**config.mk**
```make
export PLATFORM = sky130hd
export DESIGN_NAME = chaos_image_decryptor
export DESIGN_NICKNAME = d
export VERILOG_FILES = /design/src/rtl/chaos_image_decryptor.sv
export SDC_FILE = /design/constraint.sdc
export NUM_CORES = 1
export LEC_CHECK = 0
export CAP_MARGIN = 20
export CORE_UTILIZATION = 52
export DETAILED_ROUTE_END_ITERATION = 10
export HOLD_SLACK_MARGIN = 0.1
export PLACE_DENSITY = 0.8
export REMOVE_ABC_BUFFERS = 1
export SLEW_MARGIN = 20
export SYNTH_ARGS = -nofsm -noshare
export SYNTH_HDL_FRONTEND = slang
export SYNTH_SLANG_ARGS = --single-unit
```
**constraint.sdc**
```tcl
create_clock -name clk -period 3.13 [get_ports clk]
set_clock_uncertainty 0.05 [all_clocks]
set_input_delay 0.939 -clock clk [delete_from_list [all_inputs] [get_ports clk]]
set_output_delay 0.939 -clock clk [all_outputs]
set_load 0.01 [all_outputs]
```
**src/rtl/chaos_image_decryptor.sv**
```systemverilog
// rtl/chaos_image_decryptor.sv - in-place inverse of the x/y/z chaotic image cipher
// Undoes z-confusion (descending swaps), y-diffusion (XOR), then x-confusion.
module chaos_image_decryptor #(
  parameter int ADDR_W = 16,
  parameter int DATA_W = 16
) (
  input  logic              clk,
  input  logic              reset,
  input  logic              start,
  output logic              busy,
  output logic              done,
  output logic [1:0]        key_sel,
  output logic [ADDR_W-1:0] key_addr,
  input  logic [DATA_W-1:0] key_rdata,
  output logic [ADDR_W-1:0] img_addr,
  output logic              img_we,
  output logic [DATA_W-1:0] img_wdata,
  input  logic [DATA_W-1:0] img_rdata
);

  typedef enum logic [3:0] {
    IDLE, C_KEY, C_IDX, C_RDK, C_RDJ, C_WRK, C_WRJ, D_RD, D_LAT, D_WR, DONE
  } state_t;

  localparam logic [ADDR_W-1:0] K_MAX = '1;

  state_t            state;
  logic [ADDR_W-1:0] k;
  logic [ADDR_W-1:0] j;
  logic [DATA_W-1:0] a;
  logic [DATA_W-1:0] b;
  logic [DATA_W-1:0] t;
  // 0 while undoing the z pass, 1 while undoing the x pass
  logic              stage_x;

  always_ff @(posedge clk) begin
    if (reset) begin
      state   <= IDLE;
      k       <= '0;
      j       <= '0;
      a       <= '0;
      b       <= '0;
      t       <= '0;
      stage_x <= 1'b0;
    end else begin
      case (state)
        IDLE: begin
          if (start) begin
            k       <= K_MAX;
            stage_x <= 1'b0;
            state   <= C_KEY;
          end
        end
        C_KEY: state <= C_IDX;
        C_IDX: begin
          j     <= key_rdata[ADDR_W-1:0];
          state <= C_RDK;
        end
        C_RDK: begin
          a     <= img_rdata;
          state <= C_RDJ;
        end
        C_RDJ: begin
          b     <= img_rdata;
          state <= C_WRK;
        end
        C_WRK: state <= C_WRJ;
        C_WRJ: begin
          if (k != '0) begin
            k     <= k - 1'b1;
            state <= C_KEY;
          end else if (!stage_x) begin
            k     <= '0;
            state <= D_RD;
          end else begin
            state <= DONE;
          end
        end
        D_RD:  state <= D_LAT;
        D_LAT: begin
          t     <= img_rdata ^ key_rdata;
          state <= D_WR;
        end
        D_WR: begin
          if (k == K_MAX) begin
            k       <= K_MAX;
            stage_x <= 1'b1;
            state   <= C_KEY;
          end else begin
            k     <= k + 1'b1;
            state <= D_RD;
          end
        end
        DONE:    state <= IDLE;
        default: state <= IDLE;
      endcase
    end
  end

  // Memory-side outputs are a pure decode of state and the index registers
  always_comb begin
    key_sel   = 2'd0;
    key_addr  = '0;
    img_addr  = '0;
    img_we    = 1'b0;
    img_wdata = '0;
    case (state)
      C_KEY: begin
        key_sel  = stage_x ? 2'd0 : 2'd2;
        key_addr = k;
      end
      C_IDX: img_addr = k;
      C_RDK: img_addr = j;
      C_WRK: begin
        img_addr  = k;
        img_we    = 1'b1;
        img_wdata = b;
      end
      C_WRJ: begin
        img_addr  = j;
        img_we    = 1'b1;
        img_wdata = a;
      end
      D_RD: begin
        key_sel  = 2'd1;
        key_addr = k;
        img_addr = k;
      end
      D_WR: begin
        img_addr  = k;
        img_we    = 1'b1;
        img_wdata = t;
      end
      default: ;
    endcase
  end

  assign busy = (state != IDLE) && (state != DONE);
  assign done = (state == DONE);

endmodule
```
* Word-level counts from Yosys, hierarchy flattened
Cells that the tools add are included.
** Word-level totals
- Register bits :: 85
- Word-level logic and storage cells :: 56
- Input port bits :: 35
- Output and inout port bits :: 53
** Operators by class
- Bitwise gates (word level) :: 1
- Reductions and logical operators :: 12
- Eq/ne operators :: 15
- Add/sub/neg operators :: 2
- Mux-type cells :: 19
** Operators by type and width (number)
- 16-bit case mux with 3 select lines :: 2
- 16-bit two-way mux :: 5
- 4-bit case mux with 10 select lines :: 1
- 16-bit case mux with 2 select lines :: 1
- 16-bit by 1-bit adder with 16-bit output, second input constant :: 1
- 16-bit == test, second input constant :: 1
- 4-bit by 3-bit == test with 1-bit output, second input constant :: 4
- 16-bit nonzero test :: 1
- 16-bit by 1-bit subtractor with 16-bit output, second input constant :: 1
- 16-bit bitwise XOR :: 1
- 4-bit == test, second input constant :: 3
- 4-bit two-way mux :: 3
- 4-bit by 2-bit == test with 1-bit output, second input constant :: 2
- 3-bit AND reduction :: 2
- 4-bit by 1-bit == test with 1-bit output, second input constant :: 1
- 4-bit logical NOT :: 1
- 2-bit inequality test, second input constant :: 2
- 4-bit inequality test, second input constant :: 1
- 2-bit case mux with 2 select lines :: 1
- 4-bit nonzero test :: 1
- 2-bit OR reduction :: 2
- 4-bit OR reduction :: 1
- 1-bit two-way mux :: 3
- 3-bit two-way mux :: 1
- other kinds (7) :: 7

* Longest topological paths before layout
Gate-level depths: netlist of run 1.
- Depth in word-level cells :: 3
- Gate-level depth with buffers :: 10
- Depth with buffers taken out :: 8

* Worst setup path before layout of run 1
Ideal clock, no wire load.
- Path type :: register -> output
- Start :: reg state[1]
- End :: out img_addr[11]
- Setup slack :: 0.533 ns
- Stages on the path, launching flop included :: 8
- Path buffers :: 3
- Arrival :: 1.608 ns
- Cells stage by stage :: dfxtp_1 -> buf_2 -> nand2b_1 -> nor2_1 -> or2_1 -> clkbuf_1 -> buf_2 -> a22o_1
** Between the ends
- Word-level cells in the longest chain between the ends :: 3
- Elaborated cells between the ends (all ways) :: 9
** Ends and longest elaborated chain
- from (decl) :: line 27 : state_t state;
- from (signal assigned) :: line 38 : state <= IDLE;
- from (signal assigned) :: line 51 : state <= C_KEY;
- from (signal assigned) :: line 54 : C_KEY: state <= C_IDX;
- 4-bit == test, or another cell as far along :: line 107 : case (state)
- 4-bit OR reduction (no line) / 2-bit OR reduction (equally long branches)
- 16-bit case mux with 2 select lines * :: line 107
- to (decl) :: line 15 : output logic [ADDR_W-1:0] img_addr,
Every way passes the cells marked *; elsewhere a longest branch is shown, timed or not.

* Final worst setup path of run 1
- Start :: reg state[0]
- End :: out img_wdata[7]
** Between the ends
- Word-level cells in the longest chain between the ends :: 2
- Elaborated cells between the ends (all ways) :: 4
** Ends and longest elaborated chain
- 4-bit == test / 4-bit by 3-bit == test with 1-bit output (equally long branches) :: line 107
- 16-bit case mux with 3 select lines * :: line 107
- to (decl) :: line 17 : output logic [DATA_W-1:0] img_wdata,
Marks and branches as above.

==> flow_summary.json, run 1 <==
{
  "outcome": "finished clean",
  "critPathTopFamily": "buffers and inverters",
  "period_share_pct": 98.4,
  "cap_violations": 0,
  "start_util_pct": 53.3,
  "crit_top_cell": "buf_6",
  "yosysTopAreaCell": "dfxtp_1",
  "async_reset_ff_share_pct": 0,
  "cp_num_buf_inv": 3,
  "yosysMostFrequentCell": "nand2_1",
  "switching_share_pct": 32.9,
  "pre_cts_ws_ns": 0.0915,
  "clock_latency_ns": 0.36,
  "drv_slew": 0,
  "ys_seq_elements": 85,
  "dieWidth_um": 96.3,
  "synthFlopType": "dfxtp_1",
  "syn_to_final_growth_pct": 28.6,
  "dp_hpwl_um": 9240,
  "synthAdderAreaFrac_pct": 0.812,
  "via_count": 4949,
  "routed_via_density": 6.16,
  "synth_edf_count": 0,
  "final_cells": 803,
  "yosysTopAreaCellShare_pct": 36.8,
  "slew_headroom_pct": 52.6,
  "clock-sinks": 85,
  "met3_length_um": 1390,
  "synthMuxAreaShare_pct": 0.217,
  "drive_above_1_share_pct": 10.6,
  "n_antenna_cell": 0,
  "tightest_slew_ns": 0.711,
  "wl_met2_um": 6860,
  "nFillCells": 732,
  "report.power.total_mw": 2.50,
  "finish.instance_area_um2": 5940,
  "dieArea_um2": 9270,
  "drt-met1-wl_um": 5590,
  "cp_data_arrival_time_ns": 2.09,
  "num-nets-final": 729,
  "cts_buffers": 9,
  "path_clk_slew_ns": 0.09,
  "track_usage_pct": 31.5,
  "worst_slack_ns": 0.0497,
  "crit_chain": "buf_6 -> and4bb_2 -> buf_6 -> a22oi_1 -> nand2_1 -> clkdlybuf4s50_1",
  "fmaxAchievable_mhz": 325,
  "crit_type": "register to output pin",
  "avgSynthCellArea_um2": 7.48,
  "numPortBuffers": 87,
  "hold_slack_ns": 0.408,
  "coreArea_um2": 8680,
  "critPathLaunchType": "register",
  "antenna_left": 0,
  "synth_cell_types": 62,
  "rsz0062_at_grt": "yes",
  "p_int_mw": 1.68,
  "power_frac_clock_pct": 28.4,
  "grt_pass1_wl_um": 22200,
  "wirelength_um": 14300,
  "grt_max_degree": 67,
  "synth_warnings": 0,
  "final-setup-viol-count": 0,
  "ir_worst_vdd_mv": 0.319,
  "power.leakage_nw": 2.56,
  "p_switching_uw": 822,
  "synth_compound_area_share_pct": 26.0,
  "gp_congestion": 0.880,
  "syn_area_um2": 4620,
  "final_core_util_pct": 68.5,
  "synth_common_cells": "nand2_1 (149), dfxtp_1 (85), a21oi_1 (72)",
  "timing.critical_path.to_type": "output pin",
  "cp_max_fo": 9,
  "grt-ovfl-total": 0,
  "top_layer": "met4",
  "p_comb_share_pct": 21.4,
  "drt-pass1-iter-count": 5,
  "synth_xor_area_share_pct": 3.79,
  "powerDensity_nw_per_um2": 421,
  "dieHeight_um": 96.3,
  "drc": 0,
  "yosysSeqAreaShare_pct": 36.8,
  "root_buffer": "clkbuf_8",
  "dr.first_iter.drc_count": 384,
  "grt_pass1_vias": 4524,
  "h-tree-depth": 3,
  "placed_area_um2": 5570,
  "synth_cells": 618,
  "power_frac_seq_pct": 50.2,
  "synthSimpleGateAreaFrac_pct": 26.7,
  "post_drt_wl_per_cell_um": 17.8,
  "slowest_stage": "clkdlybuf4s50_1",
  "synth_top_family_by_area": "simple AND/OR/NAND/NOR gates",
  "numPlacedInstances": 778,
  "finalHoldViolations": 0,
  "critPathRequiredTime_ns": 2.14,
  "pin_count": 88,
  "hold_path.class": "register to register",
  "cts.path.max_buffers": 2,
  "antenna_found_initial": 0,
  "tns_ns": 0,
  "synth_area_leaders": "dfxtp_1 (37%), nand2_1 (12%), a21oi_1 (7.8%)",
  "slowest_delay_ns": 0.53,
  "row_count": 34,
  "fin_crit_ns": 3.08,
  "cts_tree": "built"
}
## what timing repair did
item	4_1_cts	5_1_grt
resized for setup	32	35
hold buffers	0	0
setup buffers	6	2
cloned	2	0
pin swaps	1	1
endpoints found under the setup margin	49	33
## worst paths after layout
| path | startpoint | slack, ns | end | cells past startpoint |
|---|---|---|---|---|
| setup reg to reg | k[1] | 0.54 | k[3] | 8 |
| setup / recovery | state[0] | 0.05 | img_wdata[7] | 6 |
| hold / removal | a[9] | 0.41 | a[9] | 2 |
| hold reg to reg | a[9] | 0.41 | a[9] | 2 |
## per-layer routing
metal | global-route usage, % | up-vias
met5 | 0 | -
met4 | 14.3 | 0
met3 | 6.32 | 44
met2 | 52.5 | 272
met1 | 39.0 | 2304
li1 | - | 2329
## area by class of cell
cell class | count | area, µm² | area share, %
timing repair buffer | 116 | 1190 | 20.1
sequential | 85 | 1710 | 28.8
multi-input combinational | 473 | 2710 | 45.6
tap | 108 | 135 | 2.27
clock buffer | 9 | 124 | 2.08
clock inverter | 6 | 47.5 | 0.800
inverter | 6 | 22.5 | 0.379
## cells in the final DEF (no fill, tap or decap), drive strengths merged, types with 4 or more instances in the layout
cell type,netlist,final
dlymetal6s2s,0,24
nor2,40,40
dlygate4sd2,0,19
o221ai,6,6
nand4,4,4
a221oi,4,4
clkinvlp,0,4
dfxtp,85,85
inv,6,8
o21ai,26,26
nand2b,6,6
a211oi,17,17
a22oi,16,16
a21oi,72,72
nor4,7,7
nor3,10,10
nand3,13,13
and2,19,19
clkbuf,34,9
nand2,150,150
clkdlybuf4s50,0,43
xnor2,17,17
a22o,17,17
buf,20,29
## state kept, by name, indices dropped and copies added (netlist names)
name,cells
stage_x,1
k,16
t,16
b,16
state,4
j,16
a,16
## worst reg2reg max path, cell delays in order (launching register included)
cell	delay (ns)
dfxtp_1	0.46
inv_1	0.18
ha_1	0.15
nor4b_1	0.31
nand4_1	0.15
nand2_1	0.53
o21ai_0	0.20
a221oi_1	0.32
o32ai_1	0.12
## kinds of logic after synthesis
logic type                 count (synthesis)
DFF                                       85
xor gates and xnor gates                  20
muxes                                      1
adders and majority gates                  3
buffers and inverters                     60
and+or+nand+nor                          266
AOI/OAI and AO/OA                        183
## power groups by stage
stage	clock network, mW	registers (mW)	logic (mW)
2_1_floorplan	0	1.24	0.278
3_3_place_gp	0	1.27	0.488
3_5_place_dp	0	1.27	0.498
4_1_cts	0.715	1.25	0.519
5_1_grt	0.768	1.26	0.587
6_report	0.710	1.26	0.536
No activity file was read; power rests on OpenSTA's default activity.
==> run 2: changes to the inputs <==
--- a/config.mk
+++ b/config.mk
@@ -6,11 +6,14 @@
 export NUM_CORES = 1
 export LEC_CHECK = 0
 export CAP_MARGIN = 20
-export CORE_UTILIZATION = 52
+export CELL_PAD_IN_SITES_DETAIL_PLACEMENT = 1
+export CELL_PAD_IN_SITES_GLOBAL_PLACEMENT = 2
+export CORE_UTILIZATION = 30
 export DETAILED_ROUTE_END_ITERATION = 10
 export HOLD_SLACK_MARGIN = 0.1
-export PLACE_DENSITY = 0.8
+export PLACE_DENSITY_LB_ADDON = 0.1
 export REMOVE_ABC_BUFFERS = 1
+export SETUP_SLACK_MARGIN = 0.15
 export SLEW_MARGIN = 20
 export SYNTH_ARGS = -nofsm -noshare
 export SYNTH_HDL_FRONTEND = slang
==> flow_summary.json, run 2 (synthesized netlist as in run 1, its figures left out) <==
{
  "power.leakage_nw": 2.46,
  "root_buffer": "clkbuf_16",
  "n_antenna_cell": 0,
  "worst_slack_ns": 0.135,
  "dp_hpwl_um": 12100,
  "tns_ns": 0,
  "report.power.total_mw": 2.84,
  "post_drt_wl_per_cell_um": 20.1,
  "rsz0062_at_grt": "yes",
  "row_count": 45,
  "grt_pass1_vias": 4925,
  "dieWidth_um": 126,
  "finalHoldViolations": 0,
  "path_clk_slew_ns": 0.06,
  "final_cells": 887,
  "slowest_delay_ns": 0.48,
  "final-setup-viol-count": 0,
  "crit_chain": "buf_4 -> or2_2 -> nor3_2 -> nor2_1 -> clkdlybuf4s50_1",
  "cp_max_fo": 7,
  "drv_slew": 0,
  "cp_data_arrival_time_ns": 2.01,
  "nFillCells": 1810,
  "critPathRequiredTime_ns": 2.14,
  "tightest_slew_ns": 0.757,
  "clock_latency_ns": 0.34,
  "numPlacedInstances": 865,
  "cts_tree": "built",
  "slowest_stage": "clkdlybuf4s50_1",
  "crit_type": "register to output pin",
  "hold_path.class": "register to register",
  "pre_cts_ws_ns": 0.179,
  "grt-ovfl-total": 0,
  "slew_headroom_pct": 49.5,
  "antenna_found_initial": 0,
  "p_comb_share_pct": 19.0,
  "p_int_mw": 1.94,
  "ir_worst_vdd_mv": 0.265,
  "coreArea_um2": 15100,
  "p_switching_uw": 893,
  "clock-sinks": 85,
  "antenna_left": 0,
  "drt-pass1-iter-count": 4,
  "dr.first_iter.drc_count": 317,
  "wirelength_um": 17800,
  "dieArea_um2": 15900,
  "critPathLaunchType": "register",
  "cap_violations": 0,
  "switching_share_pct": 31.5,
  "pin_count": 88,
  "track_usage_pct": 23.0,
  "num-nets-final": 732,
  "placed_area_um2": 5710,
  "outcome": "finished clean",
  "grt_pass1_wl_um": 28100,
  "routed_via_density": 5.46,
  "fmaxAchievable_mhz": 334,
  "drc": 0,
  "grt_max_degree": 67,
  "numPortBuffers": 87,
  "cts_buffers": 9,
  "gp_congestion": 0.825,
  "timing.critical_path.to_type": "output pin",
  "cts.path.max_buffers": 2,
  "syn_to_final_growth_pct": 32.1,
  "final_cell_mix": "nand2_1 (149), dfxtp_1 (81), a21oi_1 (71)",
  "via_count": 4842,
  "power_frac_clock_pct": 36.3,
  "hold_slack_ns": 0.408,
  "h-tree-depth": 3,
  "drive_above_1_share_pct": 10.6,
  "fin_crit_ns": 3.00,
  "powerDensity_nw_per_um2": 465,
  "start_util_pct": 30.5,
  "finish.instance_area_um2": 6100,
  "final_core_util_pct": 40.3,
  "dieHeight_um": 126,
  "power_frac_seq_pct": 44.7,
  "period_share_pct": 95.7,
  "layout_commonest_cell": "nand2_1"
}
==> run 2: changes by cell type in the layout (fill, tap and decap cells not counted), sizes merged, moves of 4 or more <==
cell,previous run,this run
dlymetal6s2s,24,12
clkdlybuf4s15,0,9
dlygate4sd2,19,28
clkdlybuf4s50,43,37
buf,29,33
==> run 2: per-layer routing <==
layer  vias up  GRT usage [%]  routed length, µm
li1       2332              -                  -
met1      2348           31.8               8790
met2       141           36.2               7880
met3        21           4.29                912
met4         0           7.02                252
met5         -              0                  0
==> run 2: final timing paths <==
| path | from | to | slack (ns) | cells after the start |
|---|---|---|---|---|
| max | state[2] | busy | 0.13 | 5 |
| min | a[2] | a[2] | 0.41 | 2 |
| max reg2reg | k[1] | k[9] | 0.48 | 8 |
| min reg2reg | a[2] | a[2] | 0.41 | 2 |
==> run 2: worst max-delay path, delay by kind of cell, from the launching register on <==
family | cells | cell delay, ns
buffers and inverters | 2 | 0.64
AND/OR/NAND/NOR | 3 | 0.68
flip-flops | 1 | 0.35
==> run 2: cell type report <==
| class | count | area [µm²] | area share (%) |
|---|---|---|---|
| flip-flops and latches | 85 | 1710 | 28.0 |
| well taps | 188 | 235 | 3.85 |
| multi-input cells | 473 | 2710 | 44.4 |
| clock inverters | 4 | 30.0 | 0.492 |
| repair buffers | 119 | 1140 | 18.8 |
| inverters | 6 | 22.5 | 0.369 |
| clock buffers | 12 | 246 | 4.04 |
==> run 2: power by group through the flow <==
stage	logic, mW	registers [mW]	clock network, mW
global placement	0.521	1.29	0
CTS	0.534	1.27	1.06
floorplan	0.278	1.24	0
detailed placement	0.533	1.29	0
finish	0.538	1.27	1.03
global route	0.590	1.28	1.10
==> run 2: what timing repair did <==
action,4_1_cts,5_1_grt
buffers inserted,3,3
gates resized for setup,55,28
gates cloned,0,0
pin swaps,1,2
endpoints found under the setup margin,51,33
hold buffers,0,0
